### config.mk
export PLATFORM = sky130hd
export DESIGN_NAME = alu_op_sequencer
export DESIGN_NICKNAME = d
export VERILOG_FILES = /design/src/rtl/alu_op_sequencer.sv
export SDC_FILE = /design/constraint.sdc
export NUM_CORES = 1
export LEC_CHECK = 0
export ABC_AREA = 1
export CORE_ASPECT_RATIO = 1.5
export CORE_MARGIN = 2
export CORE_UTILIZATION = 43
export CTS_CLUSTER_SIZE = 24
export DETAILED_ROUTE_END_ITERATION = 12
export PLACE_DENSITY = 0.73
export SKIP_CTS_REPAIR_TIMING = 1
export SLEW_MARGIN = 20
export SYNTH_ARGS = -nofsm -noshare
export SYNTH_HDL_FRONTEND = slang
export SYNTH_SLANG_ARGS = --single-unit
### constraint.sdc
create_clock -name iClk -period 3.25 [get_ports iClk]
set_input_delay 0.4875 -clock iClk [delete_from_list [all_inputs] [get_ports iClk]]
set_output_delay 0.4875 -clock iClk [all_outputs]
set_load 0.02 [all_outputs]
### src/rtl/alu_op_sequencer.sv
// ALU instruction sequencer.
// Steps one captured command through LOAD -> EXEC -> [WB -> WRITE] -> DONE and
// drives the datapath strobes. Every output is a flop. Each flop is loaded with
// the decode of the next state and the next captured command, so the outputs
// change in the same cycle as the state.
module alu_op_sequencer #(
  parameter int REG_ADDR_W = 4,
  parameter int DATA_W     = 32,
  parameter int ALU_CTRL_W = 4,
  parameter int MC_CYCLES  = 8,
  parameter int R0_PROTECT = 1
) (
  input  logic                  iClk,
  input  logic                  iRst,
  input  logic                  iStart,
  input  logic [ALU_CTRL_W-1:0] iOp,
  input  logic [REG_ADDR_W-1:0] iRa,
  input  logic [REG_ADDR_W-1:0] iRb,
  input  logic [REG_ADDR_W-1:0] iRc,
  input  logic [DATA_W-1:0]     iImm,
  input  logic                  iUseImm,
  input  logic                  iHiSel,
  input  logic                  iWriteBack,
  input  logic                  iMultiCycle,
  output logic [REG_ADDR_W-1:0] oRF_AddrA,
  output logic [REG_ADDR_W-1:0] oRF_AddrB,
  output logic [REG_ADDR_W-1:0] oRF_AddrC,
  output logic                  oRF_Write,
  output logic                  oRA_en,
  output logic                  oRB_en,
  output logic                  oRZH_en,
  output logic                  oRZL_en,
  output logic                  oRWB_en,
  output logic [ALU_CTRL_W-1:0] oALU_Ctrl,
  output logic                  oMUX_BIS,
  output logic                  oMUX_RZHS,
  output logic [DATA_W-1:0]     oImm32,
  output logic                  oBusy,
  output logic                  oDone
);

  // The EXEC counter only has to reach MC_CYCLES-1.
  localparam int CNT_W = $clog2(MC_CYCLES);
  localparam logic [CNT_W-1:0] MC_LAST = CNT_W'(MC_CYCLES - 1);

  typedef enum logic [2:0] {
    S_IDLE, S_LOAD, S_EXEC, S_WB, S_WRITE, S_DONE
  } state_t;

  state_t                  r_state, w_state_next;
  logic [CNT_W-1:0]        r_cnt, w_cnt_next;

  // Captured command: current value and next value.
  logic [ALU_CTRL_W-1:0]   r_op, w_op_next;
  logic [REG_ADDR_W-1:0]   r_ra, w_ra_next;
  logic [REG_ADDR_W-1:0]   r_rb, w_rb_next;
  logic [REG_ADDR_W-1:0]   r_rc, w_rc_next;
  logic [DATA_W-1:0]       r_imm, w_imm_next;
  logic                    r_use_imm, w_use_imm_next;
  logic                    r_hi_sel, w_hi_sel_next;
  logic                    r_wb, w_wb_next;
  logic                    r_mc, w_mc_next;

  logic                    w_exec_last;

  // Output flops and their decoded next values.
  logic [REG_ADDR_W-1:0]   r_addr_a, r_addr_b, r_addr_c;
  logic [REG_ADDR_W-1:0]   w_addr_a, w_addr_b, w_addr_c;
  logic                    r_rf_write, r_ra_en, r_rb_en, r_rz_en, r_rwb_en;
  logic                    w_rf_write, w_ra_en, w_rb_en, w_rz_en, w_rwb_en;
  logic [ALU_CTRL_W-1:0]   r_alu_ctrl, w_alu_ctrl;
  logic                    r_bis, r_rzhs, w_bis, w_rzhs;
  logic [DATA_W-1:0]       r_imm_out, w_imm_out;
  logic                    r_busy, r_done, w_busy, w_done;

  // True in the last EXEC cycle of the current command.
  assign w_exec_last = r_mc ? (r_cnt == MC_LAST) : (r_cnt == '0);

  // Next state, EXEC counter and command capture.
  always_comb begin
    w_state_next   = r_state;
    w_cnt_next     = r_cnt;
    w_op_next      = r_op;
    w_ra_next      = r_ra;
    w_rb_next      = r_rb;
    w_rc_next      = r_rc;
    w_imm_next     = r_imm;
    w_use_imm_next = r_use_imm;
    w_hi_sel_next  = r_hi_sel;
    w_wb_next      = r_wb;
    w_mc_next      = r_mc;
    case (r_state)
      S_IDLE: begin
        if (iStart) begin
          w_op_next      = iOp;
          w_ra_next      = iRa;
          w_rb_next      = iRb;
          w_rc_next      = iRc;
          w_imm_next     = iImm;
          w_use_imm_next = iUseImm;
          w_hi_sel_next  = iHiSel;
          w_wb_next      = iWriteBack;
          w_mc_next      = iMultiCycle;
          w_state_next   = S_LOAD;
        end
      end
      S_LOAD: begin
        w_cnt_next   = '0;
        w_state_next = S_EXEC;
      end
      S_EXEC: begin
        if (w_exec_last) begin
          w_cnt_next   = '0;
          w_state_next = r_wb ? S_WB : S_DONE;
        end else begin
          w_cnt_next = r_cnt + 1'b1;
        end
      end
      S_WB:    w_state_next = S_WRITE;
      S_WRITE: w_state_next = S_DONE;
      S_DONE:  w_state_next = S_IDLE;
      default: w_state_next = S_IDLE;
    endcase
  end

  // Decode the outputs for the coming cycle from the next state and next command.
  always_comb begin
    w_busy     = (w_state_next != S_IDLE);
    w_addr_a   = w_busy ? w_ra_next : '0;
    w_addr_b   = w_busy ? w_rb_next : '0;
    w_addr_c   = w_busy ? w_rc_next : '0;
    w_alu_ctrl = w_busy ? w_op_next : '0;
    w_bis      = w_busy & w_use_imm_next;
    w_rzhs     = w_busy & w_hi_sel_next;
    w_imm_out  = w_busy ? w_imm_next : '0;
    w_ra_en    = (w_state_next == S_LOAD);
    w_rb_en    = (w_state_next == S_LOAD);
    w_rz_en    = (w_state_next == S_EXEC) &&
                 (w_mc_next ? (w_cnt_next == MC_LAST) : (w_cnt_next == '0));
    w_rwb_en   = (w_state_next == S_WB);
    w_rf_write = (w_state_next == S_WRITE) &&
                 !((R0_PROTECT != 0) && (w_rc_next == '0));
    w_done     = (w_state_next == S_DONE);
  end

  // State, counter, captured command and output flops. Reset clears all of them.
  always_ff @(posedge iClk) begin
    if (iRst) begin
      r_state    <= S_IDLE;
      r_cnt      <= '0;
      r_op       <= '0;
      r_ra       <= '0;
      r_rb       <= '0;
      r_rc       <= '0;
      r_imm      <= '0;
      r_use_imm  <= 1'b0;
      r_hi_sel   <= 1'b0;
      r_wb       <= 1'b0;
      r_mc       <= 1'b0;
      r_addr_a   <= '0;
      r_addr_b   <= '0;
      r_addr_c   <= '0;
      r_alu_ctrl <= '0;
      r_bis      <= 1'b0;
      r_rzhs     <= 1'b0;
      r_imm_out  <= '0;
      r_ra_en    <= 1'b0;
      r_rb_en    <= 1'b0;
      r_rz_en    <= 1'b0;
      r_rwb_en   <= 1'b0;
      r_rf_write <= 1'b0;
      r_busy     <= 1'b0;
      r_done     <= 1'b0;
    end else begin
      r_state    <= w_state_next;
      r_cnt      <= w_cnt_next;
      r_op       <= w_op_next;
      r_ra       <= w_ra_next;
      r_rb       <= w_rb_next;
      r_rc       <= w_rc_next;
      r_imm      <= w_imm_next;
      r_use_imm  <= w_use_imm_next;
      r_hi_sel   <= w_hi_sel_next;
      r_wb       <= w_wb_next;
      r_mc       <= w_mc_next;
      r_addr_a   <= w_addr_a;
      r_addr_b   <= w_addr_b;
      r_addr_c   <= w_addr_c;
      r_alu_ctrl <= w_alu_ctrl;
      r_bis      <= w_bis;
      r_rzhs     <= w_rzhs;
      r_imm_out  <= w_imm_out;
      r_ra_en    <= w_ra_en;
      r_rb_en    <= w_rb_en;
      r_rz_en    <= w_rz_en;
      r_rwb_en   <= w_rwb_en;
      r_rf_write <= w_rf_write;
      r_busy     <= w_busy;
      r_done     <= w_done;
    end
  end

  assign oRF_AddrA = r_addr_a;
  assign oRF_AddrB = r_addr_b;
  assign oRF_AddrC = r_addr_c;
  assign oRF_Write = r_rf_write;
  assign oRA_en    = r_ra_en;
  assign oRB_en    = r_rb_en;
  assign oRZH_en   = r_rz_en;
  assign oRZL_en   = r_rz_en;
  assign oRWB_en   = r_rwb_en;
  assign oALU_Ctrl = r_alu_ctrl;
  assign oMUX_BIS  = r_bis;
  assign oMUX_RZHS = r_rzhs;
  assign oImm32    = r_imm_out;
  assign oBusy     = r_busy;
  assign oDone     = r_done;

endmodule

==> metrics, run 1 <==
leakage=2.651 nW; Commonest cells post-synth=114 x dfxtp_1, 64 x inv_1, 60 x nor2_1; IO Pins=113; clk slew on worst S/H paths=~0.05 ns; die area=10410 um2; Area after DPL=5231 um2; worst hold path endpoint=r_rb[0]; Residual DRC=0; layout cells sized above 1=16.84%; initial DRC count=171; WHS Path Cells=2; Avg WL per Cell=roughly 14 um; crit-path max FO=41; Clock Latency Late Sink=0.41 ns; leading area contributor after synthesis=dfxtp_1; number of max-cap violations=0; Root Buffer Master=clkbuf_16; reg-to-reg setup timing slack=~1.1 ns; CTS sink count=around 110; TritonCTS buffer count=17; final non-filler cell total=676; EDFF count, synth=0; Netlist cell types=32; post-layout min period=around 2.1 ns; synthesized area=4126 um2; fin nets=610; die height=124.0 um; data required time at the worst endpoint=3.52 ns; DP Wirelength=about 6.3 mm; final worst slack=around 1.1 ns; final hold vios=0; crit share post-route=65.02%; post-route antenna net violation count=0; GRT Residual Overflow=0; Core Box Area=9308 um2; combinational share of power=24.0%; overall power=between 4 and 5 mW; synth-to-layout area growth=41.42%; setup TNS=0 ns; max frequency=between 400 and 500 MHz; Arr. time, crit path=around 2.4 ns; crit start category=flip-flop; initial antenna violation count=0; PwrDens=roughly 800 nW/um2; Seq pwr share=between 30% and 40%; sequential cell area fraction in the yosys report=55.31%; Routability Congestion=0.8721; Synth top area share=55.31%; Top FF cell, synth=dfxtp_1; Filler cells=777; max-slew violations=0; maximum clock insertion buffer count=2; dpl ws=0.7836 ns; total number of vias=~3200; Reg2Reg Launch Point=r_cnt[1]; P_int=3.369 mW; cell row count=between 40 and 50; skew final=between 0.006 and 0.007 ns; RSZ-0062 raised after global routing=false; Starting Density=44.33%; register bit total from synthesis=114; DRT Pass-1 Iters=4; Die Span X=83.99 um; Synth area leaders=dfxtp_1 55%, o211ai_1 6.5%, inv_1 5.8%; endpoints failing setup=0; Synth Warn #=0; top-count cell post-synth=dfxtp_1; All-Layer GR Usage=18.91%; Peak VDD IR=between 0.5 and 0.6 mV; mean area per synthesized cell=9.357 um2; antenna cells=0; vias in the first global route=between 3000 and 4000; min-delay src=r_rb[0]; status=finished clean; Final Cell Area=approximately 6000 um2; min-delay worst type=reg -> reg; H-tree depth=4; FF-to-FF path depth=9; Mapped Nets=500; WHS=0.4602 ns; Clock power frac=39.7%; Util after Layout=between 60% and 70%; cell total after placement=644; drt via density=4.716; IO Port Bufs=112; first-pass GRT wire length=15.05 mm; WS Path Type=reg -> reg; critical path endpoint category=flip-flop; net switching power=1.316 mW; Syn Inst Count=441; relative slew slack=57.33%; FFs w/ async S/R, synth=0%; Least-Margin Pin Slew=0.6401 ns; drt total wl=9.319 mm; CTS tree=done; largest net degree at the start of global routing=43; Worst R2R End=oImm32[5]; Switching Share=between 20% and 30%
-- worst max path at each step --
stage	startpoint	to	slack [ns]	depth (start not counted)
global route	r_cnt[1]	oImm32[15]	0.91	9
floorplan	r_cnt[0]	oBusy	1.70	10
CTS	r_cnt[1]	oImm32[5]	1.10	9
global placement	iStart	oRZH_en	0.84	9
finish	r_cnt[1]	oImm32[5]	1.14	9
detailed placement	iStart	oRF_Write	0.78	8
-- area by class of cell --
class	count	area (um2)	area share, %
inverter	70	262.8	4.503
tap	112	140.1	2.401
sequential	114	2282	39.11
timing repair buffer	116	1151	19.73
multi-input combinational	232	1395	23.91
clock inverter	11	133.9	2.294
clock buffer	21	470.5	8.062
-- cells by family (layout without fill, tap and decap cells) --
family	Yosys count	after routing	synth area share (%)
adders and majority gates	4	4	1.213
DFF	114	114	55.31
AOI/OAI and AO/OA	62	62	12.46
and+or+nand+nor	166	166	20.13
buffers and inverters	95	218	10.89
-- critical path, cell delays in order (launching register included) --
cell and delay, ns:
dfxtp_1 0.36, ha_1 0.20, ha_1 0.17, inv_1 0.04
nand2_1 0.07, nand3_1 0.12, a21boi_4 0.21, nand2_4 0.15
nor2_8 0.52, nor2_1 0.10
-- layout by cell type, fill, tap and decap left out --
cell type and n:
nand3_4 1, nand3_2 2, o21ai_0 2, nor2_8 1
or2_1 10, nand3_1 12, nand2_1 36, inv_1 64
clkbuf_16 17, clkinv_1 1, clkbuf_8 3, nor2_1 60
nand2_2 1, a21boi_4 1, nor3b_1 1, clkinv_4 1
a211oi_2 10, bufinv_16 3, nor3_1 1, buf_4 4
clkdlybuf4s50_1 112, or2_2 26, o211ai_1 36, nand4_1 2
dfxtp_1 114, inv_2 5, nor2_4 1, clkbuf_1 1
o21a_1 10, nand2_4 2, o21ai_1 1, ha_1 4
clkinv_2 7, nor2_2 10, a21oi_1 2
-- state kept, by name, indices dropped and copies added (netlist names), 3 cells and up --
| name | cells |
|---|---|
| oRF_AddrA | 4 |
| oRF_AddrC | 4 |
| r_op | 4 |
| oImm32 | 32 |
| r_cnt | 3 |
| r_rb | 4 |
| r_ra | 4 |
| oALU_Ctrl | 4 |
| oRF_AddrB | 4 |
| r_imm | 32 |
| r_state | 3 |
| r_rc | 4 |
-- routing by layer --
metal	up-vias	track usage, %	part of all wire, %
met5	-	0	0
met3	15	7.290	4.5
met2	85	34.80	55
met4	0	7.863	2.3
met1	1477	19.11	39
li1	1611	-	-
-- power by group through the flow --
stage | combinational, mW | sequential (mW) | clock [mW]
4_1_cts | 1.14 | 1.70 | 1.88
3_3_place_gp | 1.11 | 1.72 | 0
2_1_floorplan | 0.647 | 1.86 | 0
3_5_place_dp | 1.13 | 1.73 | 0
5_1_grt | 1.23 | 1.72 | 1.96
6_report | 1.13 | 1.70 | 1.86
No activity file was read; power rests on OpenSTA's default activity.
==> run 2, diff against run 1 <==
--- a/config.mk
+++ b/config.mk
@@ -11,7 +11,7 @@
 export CORE_UTILIZATION = 43
 export CTS_CLUSTER_SIZE = 24
 export DETAILED_ROUTE_END_ITERATION = 12
-export PLACE_DENSITY = 0.73
+export PLACE_DENSITY = 0.75
 export SKIP_CTS_REPAIR_TIMING = 1
 export SLEW_MARGIN = 20
 export SYNTH_ARGS = -nofsm -noshare
==> constraint.sdc (replaced) <==
create_clock -name iClk -period 1.8 [get_ports iClk]
set_input_delay 0.27 -clock iClk [delete_from_list [all_inputs] [get_ports iClk]]
set_output_delay 0.27 -clock iClk [all_outputs]
set_load 0.02 [all_outputs]
==> metrics, run 2 (synthesis results as in run 1) <==
status=finished clean; first-pass GRT wire length=14.53 mm; max frequency=571.8 MHz; Avg WL per Cell=13.55 um; Area after DPL=5389 um2; Die Span X=83.99 um; crit path launch=r_cnt[0]; CTS tree=done; Clock power frac=36.4%; Core Box Area=9308 um2; Least-Margin Pin Slew=about 0.32 ns; critical path endpoint category=flip-flop; Routability Congestion=0.8250; die area=roughly 10000 um2; fin nets=624; Filler cells=768; max-slew violations=0; synth-to-layout area growth=45.91%; initial antenna violation count=0; die height=approximately 120 um; total number of vias=roughly 3300; TritonCTS buffer count=17; final worst slack=approximately 0.05 ns; commonest non-fill, non-tap cells in the layout=112 x clkdlybuf4s50_1, 112 x dfxtp_1, 64 x inv_1; data required time at the worst endpoint=2.09 ns; vias in the first global route=3292; cell row count=43; Seq pwr share=a little over a third; Starting Density=44.33%; crit-path max FO=8; combinational share of power=27.7%; initial DRC count=approximately 100; GRT Residual Overflow=0; Final Cell Area=around 6000 um2; crit start category=flip-flop; post-layout min period=1.749 ns; Switching Share=28.06%; final non-filler cell total=689; CTS sink count=114; IO Port Bufs=about 110; Root Buffer Master=clkbuf_16; net switching power=~2.4 mW; leakage=2.731 nW; relative slew slack=78.31%; largest net degree at the start of global routing=43; min-delay worst type=reg -> reg; H-tree depth=4; final hold vios=0; DRT Pass-1 Iters=5; WHS=0.4617 ns; min-delay src=r_op[3]; IO Pins=~110; skew final=between 0.006 and 0.007 ns; Clock Latency Late Sink=0.41 ns; drt total wl=9.335 mm; Util after Layout=64.69%; overall power=around 8.5 mW; layout cells sized above 1=19.58%; cell total after placement=655; endpoints failing setup=0; Peak VDD IR=~0.9 mV; crit share post-route=97.16%; clk slew on worst S/H paths=0.05 ns; P_int=6.143 mW; DP Wirelength=around 6.4 mm; drt via density=4.772; dpl ws=-0.04133 ns; All-Layer GR Usage=18.29%; Residual DRC=0; post-route antenna net violation count=0; antenna cells=0; number of max-cap violations=0; setup TNS=0 ns; maximum clock insertion buffer count=2; Arr. time, crit path=about 2 ns; PwrDens=1418 nW/um2; WS Path Type=reg -> reg; Reg2Reg Launch Point=r_cnt[0]
[run 2: cell type report]
class                      instances  area [um2]  area share, %
clock buffer                      26       509.2          8.458
clock inverter                     5       50.05         0.8313
inverter                          70       262.8          4.364
multi-input combinational        232        1425          23.67
sequential                       114        2285          37.95
tap                              112       140.1          2.328
timing repair buffer             130        1349          22.40
[run 2: final timing paths]
path / to / slack, ns / depth (start not counted)
worst max register to register: oMUX_BIS / 0.05 / 10
worst min register to register: r_op[3] / 0.46 / 2
worst max-delay path: oMUX_BIS / 0.05 / 10
worst min-delay path: r_op[3] / 0.46 / 2
[run 2: power groups by stage]
stage          sequential [mW]  clock (mW)  combinational (mW)
2_1_floorplan             3.37           0                1.17
3_3_place_gp              3.11           0                2.25
3_5_place_dp              3.12           0                2.29
4_1_cts                   3.07        3.16                2.30
5_1_grt                   3.10        3.29                2.56
6_report                  3.07        3.10                2.37
[run 2: critical path, cell delays in order, from the launching register on]
cell and delay, ns:
dfxtp_2 0.34, inv_1 0.12, ha_2 0.22, nand2_1 0.07
nand2_1 0.07, nand3_2 0.08, a21boi_4 0.20, nand2_4 0.09
nor2_8 0.19, clkbuf_16 0.20, nor2_2 0.04
[run 2: metal layers]
layer / global-route usage, % / part of all wire, %
met1: 17.67 / 37
met2: 33.90 / 55
met3: 6.958 / 4.3
met4: 9.173 / 3.2
met5: 0 / 0
==> run 3, diff against run 2 <==
--- a/config.mk
+++ b/config.mk
@@ -8,10 +8,10 @@
 export ABC_AREA = 1
 export CORE_ASPECT_RATIO = 1.5
 export CORE_MARGIN = 2
-export CORE_UTILIZATION = 43
+export CORE_UTILIZATION = 40
 export CTS_CLUSTER_SIZE = 24
 export DETAILED_ROUTE_END_ITERATION = 12
-export PLACE_DENSITY = 0.75
+export PLACE_DENSITY = 0.71
 export SKIP_CTS_REPAIR_TIMING = 1
 export SLEW_MARGIN = 20
 export SYNTH_ARGS = -nofsm -noshare
==> metrics, run 3 (synthesis results as in run 1) <==
Peak VDD IR=0.7732 mV; CTS tree=done; max frequency=584.8 MHz; Avg WL per Cell=~14 um; relative slew slack=78.67%; WHS Path Cells=2; vias in the first global route=3157; overall power=8.968 mW; commonest non-fill, non-tap cells in the layout=112 x clkdlybuf4s50_1, 112 x dfxtp_1, 63 x inv_1; Worst R2R End=oImm32[9]; number of max-cap violations=0; data required time at the worst endpoint=around 2.1 ns; final non-filler cell total=689; Filler cells=approximately 810; synth-to-layout area growth=47.76%; Residual DRC=0; status=finished clean; TritonCTS buffer count=17; reg-to-reg setup timing slack=0.09 ns; initial DRC count=205; post-route antenna net violation count=0; Routability Congestion=0.7722; endpoints failing setup=0; cell total after placement=654; Arr. time, crit path=2.00 ns; min-delay worst type=reg -> reg; Least-Margin Pin Slew=roughly 0.32 ns; skew final=0.006677 ns; drt total wl=roughly 9.4 mm; largest net degree at the start of global routing=43; layout cells sized above 1=19.58%; initial antenna violation count=0; Die Span X=86.93 um; antenna cells=0; PwrDens=1471 nW/um2; cell row count=45; first-pass GRT wire length=14.50 mm; drt via density=4.776; H-tree depth=4; final hold vios=0; crit start category=flip-flop; post-layout min period=1.710 ns; CTS sink count=114; FF-to-FF path depth=10; WS Path Type=reg -> reg; leakage=approximately 2.7 nW; Starting Density=40.94%; critical path endpoint category=flip-flop; IO Port Bufs=112; die height=128.4 um; Reg2Reg Launch Point=r_cnt[0]; worst hold path endpoint=r_rb[3]; Clock Latency Late Sink=roughly 0.40 ns; fin nets=approximately 620; Final Cell Area=6097 um2; die area=11160 um2; IO Pins=113; DP Wirelength=roughly 6.1 mm; maximum clock insertion buffer count=2; crit share post-route=95.01%; Area after DPL=5350 um2; DRT Pass-1 Iters=4; Core Box Area=10080 um2; All-Layer GR Usage=16.80%; max-slew violations=0; clk slew on worst S/H paths=0.05 ns; Root Buffer Master=clkbuf_16; total number of vias=3291; min-delay src=r_rb[3]; GRT Residual Overflow=0; crit-path max FO=8
run 3: cell types whose count changed in the layout (fill, tap and decap cells not counted), sizes merged:
cell,change
buf,-7
clkbuf,-6
bufinv,+3
clkinv,+3
clkinvlp,+1
inv,+1
run 3: how the worst max path moves through the flow:
| stage | cells past startpoint | endpoint | slack [ns] | startpoint |
|---|---|---|---|---|
| CTS | 10 | oImm32[27] | 0.06 | r_cnt[0] |
| global route | 10 | oMUX_RZHS | -0.002 | r_cnt[0] |
| finish | 10 | oImm32[9] | 0.09 | r_cnt[0] |
| floorplan | 10 | oBusy | 0.25 | r_cnt[0] |
| global placement | 8 | oRF_Write | 0.09 | iStart |
| detailed placement | 9 | oRF_Write | 0.04 | iStart |
run 3: metrics by stage:
| step | hold slack, ns | utilization, % | setup TNS [ns] | setup WS, ns |
|---|---|---|---|---|
| finish | 0.4591 | 60.50 | 0 | 0.08988 |
| global route | 0.4793 | 60.50 | -0.002220 | -0.001585 |
| CTS | 0.4615 | 59.39 | 0 | 0.06330 |
| detailed placement | 0.4541 | 53.09 | 0 | 0.03715 |
| global placement | 0.4496 | 53.09 | 0 | 0.09285 |
| floorplan | 0.3496 | - | 0 | 0.2459 |
run 3: cell type report:
type | count | area (um2) | share of cell area, %
Clock buffer | 19 | 452.9 | 7.429
Multi-Input combinational cell | 232 | 1440 | 23.62
Clock inverter | 13 | 182.7 | 2.996
Timing Repair Buffer | 124 | 1325 | 21.73
Tap cell | 117 | 146.4 | 2.401
Inverter | 70 | 262.8 | 4.309
Sequential cell | 114 | 2287 | 37.51
run 3: power breakdown:
part           switching (mW)  internal [mW]
sequential              0.128           2.94
combinational            1.23           1.13
clock                    1.15           2.39
total                    2.51           6.46
run 3: worst max-delay path, stage by stage, from the launching register on:
cell and delay, ns:
dfxtp_4 0.37, ha_4 0.15, ha_4 0.12, inv_1 0.03
nand2_1 0.06, nand3_2 0.08, a21boi_4 0.23, nand2_4 0.09
nor2_8 0.22, clkbuf_16 0.20, nor2_1 0.04
run 3: per-layer routing:
layer	share of wire, %	vias to the layer above	global-route usage (%)
met5	0	-	0
met4	2.6	0	8.640
met3	5.3	20	4.875
met2	52	92	29.01
met1	40	1553	18.42
li1	-	1626	-
